`config.mk`:
```
export PLATFORM = sky130hd
export DESIGN_NAME = arm_control_unit
export DESIGN_NICKNAME = d
export VERILOG_FILES = /design/src/rtl/arm_control_unit.sv
export SDC_FILE = /design/constraint.sdc
export NUM_CORES = 1
export LEC_CHECK = 0
export BUFFER_PORTS_ARGS = -buffer_cell sky130_fd_sc_hd__buf_4
export CORE_AREA = 2 2 39 41
export DETAILED_ROUTE_END_ITERATION = 12
export DIE_AREA = 0 0 41 43
export PLACE_DENSITY = 0.87
export SYNTH_ARGS = -nofsm -noshare
export SYNTH_HDL_FRONTEND = slang
export SYNTH_SLANG_ARGS = --single-unit
```
`constraint.sdc`:
```
create_clock -name clk -period 3.5 [get_ports clk]
set_input_delay 0.525 -clock clk [delete_from_list [all_inputs] [get_ports clk]]
set_output_delay 0.525 -clock clk [all_outputs]
set_load 0.02 [all_outputs]
```
`src/rtl/arm_control_unit.sv`:
```
// Single-cycle ARM control unit: main/ALU decode, NZCV flag register and condition gating.
// Define CONTROL_UNIT_CMP_EN to decode DP cmd 1010 as CMP (SUB, no register write).
module arm_control_unit (
   input  logic       clk,
   input  logic       reset,
   input  logic [3:0] Rd,
   input  logic [1:0] Op,
   input  logic [5:0] Funct,
   input  logic [3:0] Cond,
   input  logic       N,
   input  logic       Z,
   input  logic       C,
   input  logic       V,
   output logic       PCSrc,
   output logic       MemtoReg,
   output logic       MemWrite,
   output logic [1:0] ALUControl,
   output logic [1:0] ImmSrc,
   output logic       RegWrite,
   output logic [1:0] RegSrc
);

   logic       reg_w;
   logic       mem_w;
   logic       branch;
   logic       alu_op;
   logic       no_write;
   logic [1:0] flag_w;
   logic [3:0] flags;
   logic       cond_ex;
   logic       pcs;
   logic       flag_n, flag_z, flag_c, flag_v;
   logic       unused_imm;

   assign unused_imm = Funct[5];
   assign {flag_n, flag_z, flag_c, flag_v} = flags;

   always_comb begin
      reg_w    = 1'b0;
      mem_w    = 1'b0;
      branch   = 1'b0;
      alu_op   = 1'b0;
      MemtoReg = 1'b0;
      ImmSrc   = 2'b00;
      RegSrc   = 2'b00;
      case (Op)
         2'b00: begin
            reg_w  = 1'b1;
            alu_op = 1'b1;
         end
         2'b01: begin
            ImmSrc = 2'b01;
            if (Funct[0]) begin
               MemtoReg = 1'b1;
               reg_w    = 1'b1;
            end else begin
               RegSrc = 2'b10;
               mem_w  = 1'b1;
            end
         end
         2'b10: begin
            RegSrc = 2'b01;
            ImmSrc = 2'b10;
            branch = 1'b1;
         end
         default: ;
      endcase
   end

   // C/V are only meaningful for the arithmetic ops (ADD/SUB), hence the ALUControl[1] mask.
   always_comb begin
      ALUControl = 2'b00;
      no_write   = 1'b0;
      flag_w     = 2'b00;
      if (alu_op) begin
         case (Funct[4:1])
            4'b0100: ALUControl = 2'b00;
            4'b0010: ALUControl = 2'b01;
            4'b0000: ALUControl = 2'b10;
            4'b1100: ALUControl = 2'b11;
`ifdef CONTROL_UNIT_CMP_EN
            4'b1010: begin
               ALUControl = 2'b01;
               no_write   = 1'b1;
            end
`endif
            default: ALUControl = 2'b00;
         endcase
         flag_w = {Funct[0], Funct[0] & ~ALUControl[1]};
      end
   end

   always_comb begin
      cond_ex = 1'b0;
      case (Cond)
         4'b0000: cond_ex = flag_z;
         4'b0001: cond_ex = ~flag_z;
         4'b0010: cond_ex = flag_c;
         4'b0011: cond_ex = ~flag_c;
         4'b0100: cond_ex = flag_n;
         4'b0101: cond_ex = ~flag_n;
         4'b0110: cond_ex = flag_v;
         4'b0111: cond_ex = ~flag_v;
         4'b1000: cond_ex = flag_c & ~flag_z;
         4'b1001: cond_ex = ~flag_c | flag_z;
         4'b1010: cond_ex = (flag_n == flag_v);
         4'b1011: cond_ex = (flag_n != flag_v);
         4'b1100: cond_ex = ~flag_z & (flag_n == flag_v);
         4'b1101: cond_ex = flag_z | (flag_n != flag_v);
         4'b1110: cond_ex = 1'b1;
         default: cond_ex = 1'b0;
      endcase
   end

   assign pcs      = branch | (reg_w & (Rd == 4'hF));
   assign PCSrc    = pcs & cond_ex;
   assign RegWrite = reg_w & ~no_write & cond_ex;
   assign MemWrite = mem_w & cond_ex;

   // Stored flags feed the next instruction's condition; there is no same-cycle bypass.
   always_ff @(posedge clk or posedge reset) begin
      if (reset) begin
         flags <= 4'b0000;
      end else begin
         if (flag_w[1] & cond_ex) flags[3:2] <= {N, Z};
         if (flag_w[0] & cond_ex) flags[1:0] <= {C, V};
      end
   end

endmodule

```
==> out/metrics.csv <==
metric,value,unit
insertion_delay,0.24,ns
die_h,43,um
postCtsSetupRepairBufs,0,
hold_buffers,0,
ant_nets,0,
floorplan.die_area,1763,sq um
cp.arrival,1.97,ns
hold_viol,0,
grt_pass1_vias,556,
crit_type,reg2out,
path_max_fanout,6,
crit_path_start_kind,register,
drt_pass1_iterations,4,
cts_root_buf,clkbuf_4,
grt_usage,0.1808,
reg_top3,flags: 4 flops,
slew_viol_final,0,
synth_edf_count,0,
p_leak,0.3873,nW
final_net_count,123,
io_buffers,30,
clock-sinks,4,
wl_per_cell,12.40,um
syn_nets,92,
grt_pass1_wl,2187,um
regMostFlops,flags,
end_kind,output port,
timing.slew.headroom,0.7710,
cts-htree-levels,1,
gp_congestion,0.7479,
gr-usage-met2,0.3094,
rsz0062_at_grt,false,
fin_tns_setup,0,ns
crit_required,2.97,ns
gr-usage-met1,0.1934,
cts_tree,built,
syn-mean-instance-area,8.626,sq um
layout_common_cells,"buf_4, nor2_1, inv_1, ha_1, dfrtp_1",
ys.flop_type,dfrtp_1,
start_util,0.4114,
fin_hold_ws,0.1695,ns
diodes,0,
cp_slowest_cell,dfrtp_1,
io_pins,32,
crit_chain,nor4bb_1 > mux2i_1 > a311oi_2 > nor3_1 > nor3b_1 > buf_4,
fp.coreArea,1384,sq um
vias,606,
fin_crit,2.499,ns
post-route-period-util,0.7141,
placed_cell_area,785.8,sq um
ir_worst_vdd,337.8,uV
fin_area,808.3,sq um
cts_buffers,3,
drc,0,
power,0.3332,mW
clk_pin_slew,0.04,ns
fmax,0.4001,GHz
grt.met3_usage,0.03141,
drive_gt1_frac,0.4211,
die_x,41,um
synth.yosys.warnings,0,
cts_resized,0,
routed_wl,1376,um
outcome,"finished, final reports clean",
netlist_area,569.3,sq um
fin_util,0.5841,
ys_seq_elements,4,
drv_cap,0,
gr-total-overflow,0,
final_common_cell,buf_4,
cts_buffer_depth,2,
p_per_area,412.2,nW/um^2
tightest_slew,0.3387,ns
worst_clock_skew,0.001899,ns
syn2layout_area_growth,41.98,%
dp_hpwl,1118,um
setup_viol_count_final,0,
grt.busiest_layer,met2,
cp_slowest_stage_delay,0.43,ns
synth.distinct_cells,37,
grt_max_degree,12,
hold_class,in2async,
antenna_found_initial,0,
synth-async-reset-ratio,1.000,
drt_iter0_markers,7,
num_rows,14,
largest_reg_flops,4,
yosysSeqAreaShare,0.1758,
syn-instance-count,66,
vias_per_cell,5.459,
cell usage after synthesis (all sizes together) (2+ instances only):
| cell | count | area share |
|---|---|---|
| xor2 | 2 | 0.031 |
| buf | 4 | 0.051 |
| nor3 | 3 | 0.026 |
| o311ai | 2 | 0.057 |
| a22oi | 3 | 0.048 |
| nand2 | 2 | 0.013 |
| mux2 | 5 | 0.11 |
| nor3b | 2 | 0.026 |
| nor2b | 2 | 0.022 |
| inv | 4 | 0.026 |
| nor2 | 10 | 0.066 |
| ha | 4 | 0.088 |
| dfrtp | 4 | 0.18 |
stage by stage:
stage,worst slack [ns],instances
after floorplan,1.082,66
after global placement,1.070,108
after detailed placement,1.012,108
after CTS,0.9786,111
after global routing,0.7679,111
final,1.001,111
final timing paths:
path | from | endpoint | slack (ns) | depth (start not counted)
hold reg to reg | flags[1] | flags[1] | 0.59 | 1
setup / recovery | flags[2] | MemWrite | 1.00 | 6
max in group asynchronous | reset | flags[0] | 3.18 | 2
setup reg to reg | flags[3] | flags[2] | 1.58 | 5
hold / removal | reset | flags[3] | 0.17 | 2
min in group clk | C | flags[1] | 0.52 | 2
worst max-delay path, delay by kind of cell, from the launching register on:
family	cells	cell delay, ns
buf+inv	1	0.18
simple gates	3	0.67
flops	1	0.43
mux	1	0.13
compound gates	1	0.33
metal layers:
layer | routed length [um] | vias to the layer above
met5 | 0 | -
met1 | 512 | 283
met4 | 0 | 0
met3 | 109 | 0
li1 | - | 296
met2 | 753 | 27
cells by family (layout without fill, tap and decap cells):
group / count (synthesis) / in the layout / synth area share
AOI/OAI and AO/OA: 11 / 11 / 0.1934
buffers and inverters: 8 / 37 / 0.07692
DFF: 4 / 4 / 0.1758
xor gates and xnor gates: 3 / 3 / 0.04616
muxes: 6 / 6 / 0.1231
adders and majority gates: 4 / 4 / 0.08792
and+or+nand+nor: 30 / 30 / 0.2967
final cells by class:
cell class / count / area (sq um)
inverters: 4 / 15.01
clock buffers: 3 / 22.52
multi-input cells: 54 / 425.4
repair buffers: 30 / 225.2
flip-flops and latches: 4 / 100.1
well taps: 16 / 20.02
fillers: 130 / 575.6
report_power, final:
group / leakage [nW] / internal [mW] / switching (mW)
clock network: 0.0138 / 0.0385 / 0.0210
logic: 0.325 / 0.0924 / 0.0762
registers: 0.0481 / 0.0697 / 0.0354
(Power assumes the default switching activity.)
